$ cat src/rtl/seq_restoring_divider_pkg.sv
// Shared types for the sequential restoring divider: FSM state encoding and
// a helper that sizes the iteration counter for a given operand width.
package div_pkg;

  typedef enum logic [1:0] {
    IDLE = 2'd0,
    RUN  = 2'd1,
    DONE = 2'd2
  } div_state_e;

  localparam int DIV_DEFAULT_WIDTH = 32;

  // Counter must hold 0..width-1; never narrower than one bit.
  function automatic int cnt_width(input int width);
    return (width <= 2) ? 1 : $clog2(width);
  endfunction

endpackage

$ cat src/rtl/seq_restoring_divider_div_step.sv
// One restoring-division iteration: shift {rem,quo} left by one, try to
// subtract the divisor magnitude, keep the difference if it did not go negative.
module div_step #(
  parameter int WIDTH = 32
) (
  input  logic [WIDTH-1:0] rem_in,
  input  logic [WIDTH-1:0] quo_in,
  input  logic [WIDTH-1:0] dvsr,
  output logic [WIDTH-1:0] rem_out,
  output logic [WIDTH-1:0] quo_out
);

  logic [WIDTH:0] shifted;
  logic [WIDTH:0] trial;
  logic           fits;

  // Trial subtraction; the partial remainder stays below the divisor, so the
  // kept value always fits back into WIDTH bits.
  always_comb begin
    shifted = {rem_in, quo_in[WIDTH-1]};
    fits    = (shifted >= {1'b0, dvsr});
    trial   = shifted - {1'b0, dvsr};
    rem_out = fits ? WIDTH'(trial) : WIDTH'(shifted);
    quo_out = {quo_in[WIDTH-2:0], fits};
  end

endmodule

$ cat src/rtl/seq_restoring_divider.sv
// Multi-cycle restoring divider with valid/ready handshakes on both sides.
// One quotient bit per clock on operand magnitudes, then a single DONE cycle
// applies sign fix-up into the output registers before out_valid rises.
module seq_restoring_divider
  import div_pkg::*;
#(
  parameter int WIDTH  = DIV_DEFAULT_WIDTH,
  parameter bit SIGNED = 1'b0
) (
  input  logic             Clk,
  input  logic             Reset,
  input  logic             in_valid,
  output logic             in_ready,
  input  logic [WIDTH-1:0] dividend,
  input  logic [WIDTH-1:0] divisor,
  output logic             out_valid,
  input  logic             out_ready,
  output logic [WIDTH-1:0] quotient,
  output logic [WIDTH-1:0] remainder,
  output logic             div_by_zero,
  output logic             overflow
);

  localparam int              CNT_W   = cnt_width(WIDTH);
  localparam logic [WIDTH-1:0] MIN_VAL = {1'b1, {(WIDTH-1){1'b0}}};

  div_state_e       state_q, state_d;
  logic [CNT_W-1:0] count_q, count_d;
  logic [WIDTH-1:0] rem_q, rem_d;
  logic [WIDTH-1:0] quo_q, quo_d;
  logic [WIDTH-1:0] dvsr_q, dvsr_d;
  logic [WIDTH-1:0] dvd_raw_q, dvd_raw_d;
  logic             neg_quo_q, neg_quo_d;
  logic             neg_rem_q, neg_rem_d;
  logic             dbz_q, dbz_d;
  logic             ovf_q, ovf_d;
  logic [WIDTH-1:0] quotient_q, quotient_d;
  logic [WIDTH-1:0] remainder_q, remainder_d;
  logic             dbz_out_q, dbz_out_d;
  logic             ovf_out_q, ovf_out_d;
  logic             out_valid_q, out_valid_d;

  logic             accept;
  logic             dvd_neg, dvs_neg;
  logic [WIDTH-1:0] dvd_mag, dvs_mag;
  logic             divisor_zero, min_by_neg_one;
  logic [WIDTH-1:0] step_rem, step_quo;

  assign in_ready    = (state_q == IDLE) && !Reset;
  assign accept      = in_valid && in_ready;
  assign out_valid   = out_valid_q;
  assign quotient    = quotient_q;
  assign remainder   = remainder_q;
  assign div_by_zero = dbz_out_q;
  assign overflow    = ovf_out_q;

  div_step #(.WIDTH(WIDTH)) u_step (
    .rem_in  (rem_q),
    .quo_in  (quo_q),
    .dvsr    (dvsr_q),
    .rem_out (step_rem),
    .quo_out (step_quo)
  );

  // Operand conditioning: signs, magnitudes and the two special cases.
  always_comb begin
    dvd_neg        = SIGNED && dividend[WIDTH-1];
    dvs_neg        = SIGNED && divisor[WIDTH-1];
    dvd_mag        = dvd_neg ? -dividend : dividend;
    dvs_mag        = dvs_neg ? -divisor : divisor;
    divisor_zero   = (divisor == '0);
    min_by_neg_one = SIGNED && (dividend == MIN_VAL) && (divisor == '1);
  end

  // FSM next state plus datapath/output register next values.
  always_comb begin
    state_d     = state_q;
    count_d     = count_q;
    rem_d       = rem_q;
    quo_d       = quo_q;
    dvsr_d      = dvsr_q;
    dvd_raw_d   = dvd_raw_q;
    neg_quo_d   = neg_quo_q;
    neg_rem_d   = neg_rem_q;
    dbz_d       = dbz_q;
    ovf_d       = ovf_q;
    quotient_d  = quotient_q;
    remainder_d = remainder_q;
    dbz_out_d   = dbz_out_q;
    ovf_out_d   = ovf_out_q;
    out_valid_d = out_valid_q;

    case (state_q)
      IDLE: begin
        if (accept) begin
          dvd_raw_d = dividend;
          dvsr_d    = dvs_mag;
          quo_d     = dvd_mag;
          rem_d     = '0;
          count_d   = '0;
          neg_quo_d = dvd_neg ^ dvs_neg;
          neg_rem_d = dvd_neg;
          dbz_d     = divisor_zero;
          ovf_d     = min_by_neg_one;
          state_d   = divisor_zero ? DONE : RUN;
        end
      end

      RUN: begin
        rem_d   = step_rem;
        quo_d   = step_quo;
        count_d = count_q + CNT_W'(1);
        if (count_q == CNT_W'(WIDTH - 1)) begin
          count_d = '0;
          state_d = DONE;
        end
      end

      DONE: begin
        // First DONE cycle builds the result; later cycles wait for the consumer.
        if (!out_valid_q) begin
          if (dbz_q) begin
            quotient_d  = '1;
            remainder_d = dvd_raw_q;
          end else if (ovf_q) begin
            quotient_d  = MIN_VAL;
            remainder_d = '0;
          end else begin
            quotient_d  = neg_quo_q ? -quo_q : quo_q;
            remainder_d = neg_rem_q ? -rem_q : rem_q;
          end
          dbz_out_d   = dbz_q;
          ovf_out_d   = ovf_q;
          out_valid_d = 1'b1;
        end else if (out_ready) begin
          out_valid_d = 1'b0;
          state_d     = IDLE;
        end
      end

      default: state_d = IDLE;
    endcase
  end

  // State and datapath registers; reset discards any in-flight result.
  always_ff @(posedge Clk) begin
    if (Reset) begin
      state_q     <= IDLE;
      count_q     <= '0;
      rem_q       <= '0;
      quo_q       <= '0;
      dvsr_q      <= '0;
      dvd_raw_q   <= '0;
      neg_quo_q   <= 1'b0;
      neg_rem_q   <= 1'b0;
      dbz_q       <= 1'b0;
      ovf_q       <= 1'b0;
      quotient_q  <= '0;
      remainder_q <= '0;
      dbz_out_q   <= 1'b0;
      ovf_out_q   <= 1'b0;
      out_valid_q <= 1'b0;
    end else begin
      state_q     <= state_d;
      count_q     <= count_d;
      rem_q       <= rem_d;
      quo_q       <= quo_d;
      dvsr_q      <= dvsr_d;
      dvd_raw_q   <= dvd_raw_d;
      neg_quo_q   <= neg_quo_d;
      neg_rem_q   <= neg_rem_d;
      dbz_q       <= dbz_d;
      ovf_q       <= ovf_d;
      quotient_q  <= quotient_d;
      remainder_q <= remainder_d;
      dbz_out_q   <= dbz_out_d;
      ovf_out_q   <= ovf_out_d;
      out_valid_q <= out_valid_d;
    end
  end

endmodule

$ cat config.mk
export PLATFORM = sky130hd
export DESIGN_NAME = seq_restoring_divider
export DESIGN_NICKNAME = d
export VERILOG_FILES = /design/src/rtl/seq_restoring_divider_pkg.sv /design/src/rtl/seq_restoring_divider_div_step.sv /design/src/rtl/seq_restoring_divider.sv
export SDC_FILE = /design/constraint.sdc
export NUM_CORES = 1
export LEC_CHECK = 0
export BUFFER_PORTS_ARGS = -buffer_cell sky130_fd_sc_hd__buf_2
export CAP_MARGIN = 20
export CORE_AREA = 4 4 160 162
export DETAILED_ROUTE_END_ITERATION = 7
export DIE_AREA = 0 0 164 166
export GPL_TIMING_DRIVEN = 0
export SKIP_LAST_GASP = 1
export SLEW_MARGIN = 20
export SYNTH_ARGS = -nofsm -noshare
export SYNTH_HDL_FRONTEND = slang
export SYNTH_SLANG_ARGS = --single-unit
$ cat constraint.sdc
create_clock -name Clk -period 4.06 [get_ports Clk]
set_input_delay 0.609 -clock Clk [delete_from_list [all_inputs] [get_ports Clk]]
set_output_delay 0.609 -clock Clk [all_outputs]
set_load 0.01 [all_outputs]
### Word level (Yosys, flattened, before mapping)

Index checks and enable logic that the tools add are counted.

| storage, ports and cells | value |
|---|---|
| flip-flop bits (word level) | 202 |
| bits in latches | 0 |
| bits in writable memories | 0 |
| ROM bits | 0 |
| input port bits | 68 |
| output and inout bits | 68 |
| logic and storage cells | 50 |
| memories kept | 0 |

| operators by class | value |
|---|---|
| $add $sub $neg | 2 |
| multipliers | 0 |
| div/mod/pow operators | 0 |
| order comparisons | 1 |
| equality and inequality tests | 7 |
| shift-type cells | 0 |
| multiplexer cells | 18 |
| bitwise gates (word level) | 1 |
| reduce and logical (&&, ||, !) cells | 10 |

Operators with widths:

| operator | number |
|---|---|
| $mux W32 | 5 |
| $pmux W32 S2 | 2 |
| $ge A33 B32 Y1 | 1 |
| $logic_not A32 Y1 | 1 |
| $sub A32 B32 Y32 | 1 |
| $mux W2 | 5 |
| $mux W5 | 2 |
| $pmux W5 S2 | 1 |
| $ne A2 B2 Y1 const B | 4 |
| $pmux W2 S3 | 1 |
| $reduce_and A2 Y1 | 3 |
| $add A5 B1 Y5 const B | 1 |
| $eq A5 B5 Y1 const B | 1 |
| $reduce_and A4 Y1 | 1 |
| $eq A2 B1 Y1 const B | 1 |
| $eq A2 B2 Y1 const B | 1 |
| $logic_and A1 B1 Y1 | 2 |
| $logic_not A2 Y1 | 1 |
| $mux W1 | 2 |
| $reduce_bool A2 Y1 | 1 |
| $logic_not A1 Y1 | 1 |
| $not A1 Y1 | 1 |

### Logic depth before layout (Yosys ltp)

Gate-level depths: netlist (run 1).

| logic depth | value |
|---|---|
| depth in word-level cells | 5 |
| depth in mapped cells | 14 |
| gate-level depth less buffers | 12 |

### Cells and area by module

Synthesis (run 1) repeated with hierarchy kept, for this count alone.

| second synthesis, totals | value |
|---|---|
| cell total of the unflattened synthesis | 1266 |
| area, all modules | 10089.7 um2 |

By module, submodules not included:

| module | times used | cells an instance | area each (um2) | seq. area each (um2) |
|---|---|---|---|---|
| seq_restoring_divider | 1 | 911 | 7518.5 | 4043.9 |
| div_step | 1 | 355 | 2571.2 | 0.0 |

### Worst setup path before layout (run 1)

No wires, ideal clock.

| path | value |
|---|---|
| kind | flip-flop to flip-flop |
| start point | register quo_q[31] |
| end point | register rem_q[26] |
| library setup time | 0.122 ns |
| arrival | 2.756 ns |
| setup slack | 1.182 ns |
| stages on the path, launching flop included | 13 |
| path buffers | 0 |
| clock period less this slack | 2.878 ns |
| cell sequence | dfxtp_1 > inv_1 > ha_1 > fa_1 > nor2b_1 > o31ai_1 > a31oi_1 > a221oi_1 > o41ai_1 > a311oi_1 > xor2_1 > nor2_1 > a221o_1 |

| between the ends | value |
|---|---|
| word-level cells in the longest chain between the ends | 3 |
| elaborated cells on any way between the ends | 4 |
| classes of those cells | add/sub (1); order compare (1); mux (2) |

RTL lines:

| item | line | RTL |
|---|---|---|
| start, declared | seq_restoring_divider.sv:30 | `logic [WIDTH-1:0] quo_q, quo_d;` |
| start signal, assigned | seq_restoring_divider.sv:167 | `quo_q <= quo_d;` |
| $sub A32 B32 Y32 / $ge A33 B32 Y1 (equally long branches) | seq_restoring_divider_div_step.sv:22, seq_restoring_divider_div_step.sv:21 |  |
| $mux W32 * | seq_restoring_divider_div_step.sv:23 | `rem_out = fits ? WIDTH'(trial) : WIDTH'(shifted);` |
| $pmux W32 S2 * | seq_restoring_divider.sv:93 | `case (state_q)` |
| end signal, assigned | seq_restoring_divider.sv:166 | `rem_q <= rem_d;` |
| end, declared | seq_restoring_divider.sv:29 | `logic [WIDTH-1:0] rem_q, rem_d;` |

Every way passes the cells marked *; elsewhere a longest branch is shown, timed or not.
A chain may end at the register's enable or synchronous reset.

### Final worst setup path (run 1)

Same ends and word-level chain as after synthesis.

==> reports/results.ini, run 1 <==
[sta]
slew_violations = 0
fin_tns_setup_ns = 0
finClkSkew_ns = 0.0293
hold_viol = 0
relSlewSlack_pct = 43.1
worstMarginPinSlew_ns = 0.854
fin_ws_ns = 0.368
fin_crit_sh_pct = 90.9
setup_viol = 0
fmax_mhz = 271
fin_crit_ns = 3.69
rsz0062_at_grt = false

[logic_synthesis]
yosysMostFrequentCell = dfxtp_1
syn_inst = 1156
synth_cell_types = 66
yosys-top-cells-count = 202 x dfxtp_1, 178 x nand2_1, 131 x nor2_1
yosysTopAreaCell = dfxtp_1
async_flop_share_pct = 0
ys_ff_latch = 202
yosysWarnings = 0
syn_nets = 1259
synth-main-ff-cell = dfxtp_1
synth.avg_cell_area_um2 = 8.22
yosysTopAreaCellShare_pct = 42.6
synth_edf_count = 0
synth_area_leaders = dfxtp_1 43%, nand2_1 7.0%, nor2_1 5.2%
synth_area_mm2 = 0.00950
yosysSeqAreaShare_pct = 42.6

[finish]
fill_cells = 2494
nNetsFinal = 1419
area_delta_synth_final_pct = 19.8
drive_gt1_share_pct = 14.5
antenna_cells = 0

[floorplanning]
rows = 57
dieArea_mm2 = 0.0272
die_y_um = 166
dieWidth_um = 164
num_io_pins = 136
coreArea_mm2 = 0.0241
initial_utilization_pct = 39.4

[global_routing]
grt_pass1_wl_um = 47800
grt_overflow = 0
grt_use_total_pct = 21.8
antenna_found_initial = 0
grt_max_degree = 14
grt_pass1_vias = 8669

[clock_tree]
clk_latency_ns = 0.53
cts_max_level = 1
clkTransAtPathRegs_ns = 0.06
cts_tree = built
cts_setup_buffers = 0
numCtsBuffers = 24
clockBufferDepth = 3
root_buffer = clkbuf_16
clock_sink_count = 202
cts_hold_buf = 0
cts_resized = 0

[worst_hold_path]
hold_class = in2reg

[placed_design]
dp_slack_ns = 0.434
numPortBuffers = 134
place.gp.congestion = 0.916
dp_hpwl_um = 23500

[power]
clockPowerShare_pct = 42.9
p_sw_mw = 1.37
p_seq_share_pct = 42.6
ir_drop_mv = 0.333
p_comb_share_pct = 14.6
p_leak_nw = 4.59
power_density_mw_per_mm2 = 444
switching_share_pct = 27.2
p_int_mw = 3.68

[worst_setup_path]
crit_fanout = 4
crit_type = reg2reg
worstSetupEndpointType = register
startpoint_type = register
arrival_ns = 4.07
cp_data_required_time_ns = 4.44

[drt]
drc_errors = 0
dr.pass1.iters = 5
wl_um = 30500
vias = 9009
viasPerCell = 5.44
drtIter0Drc = 652
ant_nets = 0
wl_per_cell_um = 18.4

[run_status]
status = complete, no violations

[flow_run]
drv_cap = 0

==> area by class of cell <==
| class | count | area (um2) | share of cell area (%) |
|---|---|---|---|
| Sequential cell | 202 | 4040 | 35.5 |
| Multi-Input combinational cell | 829 | 4960 | 43.6 |
| Inverter | 39 | 146 | 1.29 |
| Clock buffer | 34 | 698 | 6.13 |
| Timing Repair Buffer | 134 | 671 | 5.89 |
| Clock inverter | 8 | 105 | 0.923 |
| Buffer | 86 | 349 | 3.07 |
| Tap cell | 324 | 405 | 3.56 |
==> sequential cells by signal, summed over array words and instances, names as in the netlist <==
signal and flops:
div_by_zero 1, remainder 32, dbz_q 1, rem_q 32
dvsr_q 32, quo_q 32, quotient 32, count_q 5
out_valid 1, state_q 2, dvd_raw_q 32
==> logic make-up after synthesis <==
family	count (synthesis)	share of synthesized area (%)
simple gates	448	20.7
compound gates	282	20.5
flops	202	42.6
buf+inv	125	5.21
fa+ha+maj	35	4.69
mux	34	3.58
xor+xnor	29	2.67
other cells	1	0.0395
==> worst max-delay path: stages (launching register included) <==
cell and delay, ns:
dfxtp_1 0.41, inv_1 0.07, ha_1 0.22, fa_1 0.41
nor2b_1 0.18, o31ai_1 0.11, a31oi_1 0.32, a221oi_1 0.23
o41ai_1 0.82, a311oi_1 0.23, xor2_1 0.20, nor2_1 0.05
a221o_1 0.27
==> cell usage in the layout (no fill, tap or decap), types with 19 or more instances in the layout <==
cell type and count:
dfxtp_1 202, nand2_1 178, buf_2 140, nor2_1 131, a21oi_1 80, nor3_1 74, clkbuf_1 71, inv_1 39
a211oi_1 37, mux2i_1 34, ha_1 34, o31ai_1 32, a311oi_1 32, clkbuf_16 24, o21ai_0 22, xnor2_1 19
==> power groups by stage <==
stage	clock network (mW)	logic, mW	registers (mW)
after floorplan	0	0.497	2.18
after global placement	0	0.726	2.19
after detailed placement	0	0.731	2.19
after CTS	2.20	0.736	2.15
after global routing	2.28	0.820	2.16
final	2.17	0.736	2.15
==> final timing paths <==
| kind | slack (ns) | end | startpoint | cells past startpoint |
|---|---|---|---|---|
| setup / recovery | 0.37 | rem_q[26] | quo_q[31] | 12 |
| hold / removal | 0.30 | dvsr_q[7] | divisor[7] | 3 |
| setup reg to reg | 0.37 | rem_q[26] | quo_q[31] | 12 |
| hold reg to reg | 0.45 | dvd_raw_q[31] | dvd_raw_q[31] | 2 |
==> per-stage QoR <==
step	power, mW	cells	hold slack [ns]	utilization [%]	cell area [um2]
2_1_floorplan	2.68	1156	0.436	-	9500
3_3_place_gp	2.92	1614	0.441	43.9	10600
3_5_place_dp	2.92	1614	0.449	43.9	10600
4_1_cts	5.08	1656	0.281	47.2	11400
5_1_grt	5.26	1656	0.303	47.2	11400
6_report	5.05	1656	0.297	47.2	11400
==> routing by layer <==
| metal | vias to the layer above | GRT usage (%) | part of all wire [%] |
|---|---|---|---|
| li1 | 4428 | - | - |
| met4 | 0 | 6.53 | 3.0 |
| met1 | 4258 | 30.1 | 46 |
| met3 | 59 | 3.20 | 6.1 |
| met5 | - | 0 | 0 |
| met2 | 264 | 35.2 | 45 |
Power figures use the tool's default switching activity.
==> run 2: changes to the inputs <==
clock period = 3.4 ns   (was 4.06 ns; I/O delays follow)
==> reports/results.ini, run 2 (synthesis results as in run 1) <==
[finish]
area_delta_synth_final_pct = 20.0
nNetsFinal = 1420
drive_gt1_share_pct = 14.8
fill_cells = 2490
layout_common_cells = 202 x dfxtp_1, 178 x nand2_1, 140 x buf_2
final_util_pct = 47.3
antenna_cells = 0
fin_area_mm2 = 0.0114
final_common_cell = dfxtp_1

[drt]
dr.pass1.iters = 5
drtIter0Drc = 656
vias = 8993
wl_per_cell_um = 18.4
viasPerCell = 5.43
drc_errors = 0
ant_nets = 0
wl_um = 30500

[floorplanning]
dieArea_mm2 = 0.0272
die_y_um = 166
initial_utilization_pct = 39.4
num_io_pins = 136
rows = 57
coreArea_mm2 = 0.0241
dieWidth_um = 164

[power]
power_density_mw_per_mm2 = 530
p_seq_share_pct = 42.5
clockPowerShare_pct = 42.9
switching_share_pct = 27.2
p_sw_mw = 1.65
ir_drop_mv = 0.396
p_int_mw = 4.40
p_leak_nw = 4.61
p_comb_share_pct = 14.6

[worst_setup_path]
rr_worst_depth = 10
startpoint_type = register
worstSetupEndpointType = register
crit_type = reg2reg
r2r-end = rem_q[31]
critPathSlowestCell = dfxtp_1
r2r_slack_ns = 0.14
arrival_ns = 3.65
critical_path.cell_chain = ha_1 > a21o_1 > a31o_2 > a221o_1 > nor2_1 > o221ai_1 > a41o_1 > a41oi_1 > xor2_1 > o21ai_0
worstReg2RegStart = rem_q[8]
cp_data_required_time_ns = 3.79
cpPeakStageDelay_ns = 0.47
cp-startpoint = rem_q[8]
crit_fanout = 5

[sta]
hold_viol = 0
setup_viol = 0
fin_crit_sh_pct = 95.9
fin_crit_ns = 3.26
slew_violations = 0
relSlewSlack_pct = 43.6
fmax_mhz = 307
worstMarginPinSlew_ns = 0.847
finClkSkew_ns = 0.0277
rsz0062_at_grt = false

[global_routing]
grt_pass1_vias = 8667
grt_pass1_wl_um = 47800
grt_overflow = 0
grt_max_degree = 14
antenna_found_initial = 0
grt_use_total_pct = 21.8

[worst_hold_path]
hold_class = in2reg
holdPathStages = 3
hold_start = divisor[7]
hold_path_end = dvsr_q[7]

[clock_tree]
clockBufferDepth = 3
cts_tree = built
clock_sink_count = 202
root_buffer = clkbuf_16
numCtsBuffers = 24
cts_max_level = 1
cts_hold_buf = 0
clk_latency_ns = 0.53
clkTransAtPathRegs_ns = 0.06

[flow_run]
drv_cap = 0

[placed_design]
numPortBuffers = 134
place.gp.congestion = 0.916
dpl_cell_area_mm2 = 0.0106
dp_hpwl_um = 23500

[run_status]
status = complete, no violations

-- run 2: cell types whose count changed in the layout (fill, tap and decap cells not counted), sizes merged --
cell	change
buf	+1
-- run 2: how the worst max path moves through the flow --
stage / cells after the start / end / slack, ns
floorplan: 12 / rem_q[26] / 0.52
global placement: 12 / rem_q[26] / -0.29
detailed placement: 12 / rem_q[26] / -0.23
CTS: 12 / rem_q[26] / 0.03
global route: 12 / rem_q[12] / 0.008
finish: 10 / rem_q[31] / 0.14
-- run 2: power by group through the flow --
stage | clock network (mW) | logic [mW] | registers, mW
floorplan | 0 | 0.593 | 2.61
global placement | 0 | 0.867 | 2.62
detailed placement | 0 | 0.873 | 2.62
CTS | 2.62 | 0.880 | 2.57
global route | 2.72 | 0.986 | 2.58
finish | 2.59 | 0.883 | 2.57
-- run 2: routing by layer --
layer	GRT usage, %	share of wire [%]	wire, um
met1	30.1	45	13900
met2	35.2	45	13800
met3	3.20	6.2	1900
met4	6.53	3.0	923
met5	0	0	0
-- run 2: area by class of cell --
class / instances / area (um2) / area share [%]
multi-input cells: 829 / 4980 / 43.6
inverters: 39 / 146 / 1.28
repair buffers: 135 / 678 / 5.95
well taps: 324 / 405 / 3.55
flip-flops and latches: 202 / 4040 / 35.5
plain buffers: 86 / 350 / 3.07
clock buffers: 34 / 698 / 6.12
clock inverters: 8 / 105 / 0.922
-- run 2: through the flow --
stage	setup slack (ns)	TNS [ns]	std cells	power, mW	hold slack [ns]
floorplan	0.522	0	1156	3.20	0.436
finish	0.140	0	1657	6.04	0.196
global placement	-0.291	-0.512	1614	3.48	0.441
global route	0.00846	0	1657	6.29	0.204
detailed placement	-0.226	-0.330	1614	3.49	0.449
CTS	0.0336	0	1656	6.07	0.182
-- run 2: repair_timing --
item	in CTS	in global routing
pin swaps	1	1
resized for setup	1	3
setup buffers	0	1
endpoints found under the setup margin	3	7
-- run 2: worst max-delay path: cells and delay by family, from the launching register on --
kind	cells	cell delay (ns)
adder cells (fa/ha/maj)	1	0.34
AND/OR/NAND/NOR	1	0.34
flip-flops	1	0.47
AO/OA/AOI/OAI	7	1.80
XOR/XNOR	1	0.17
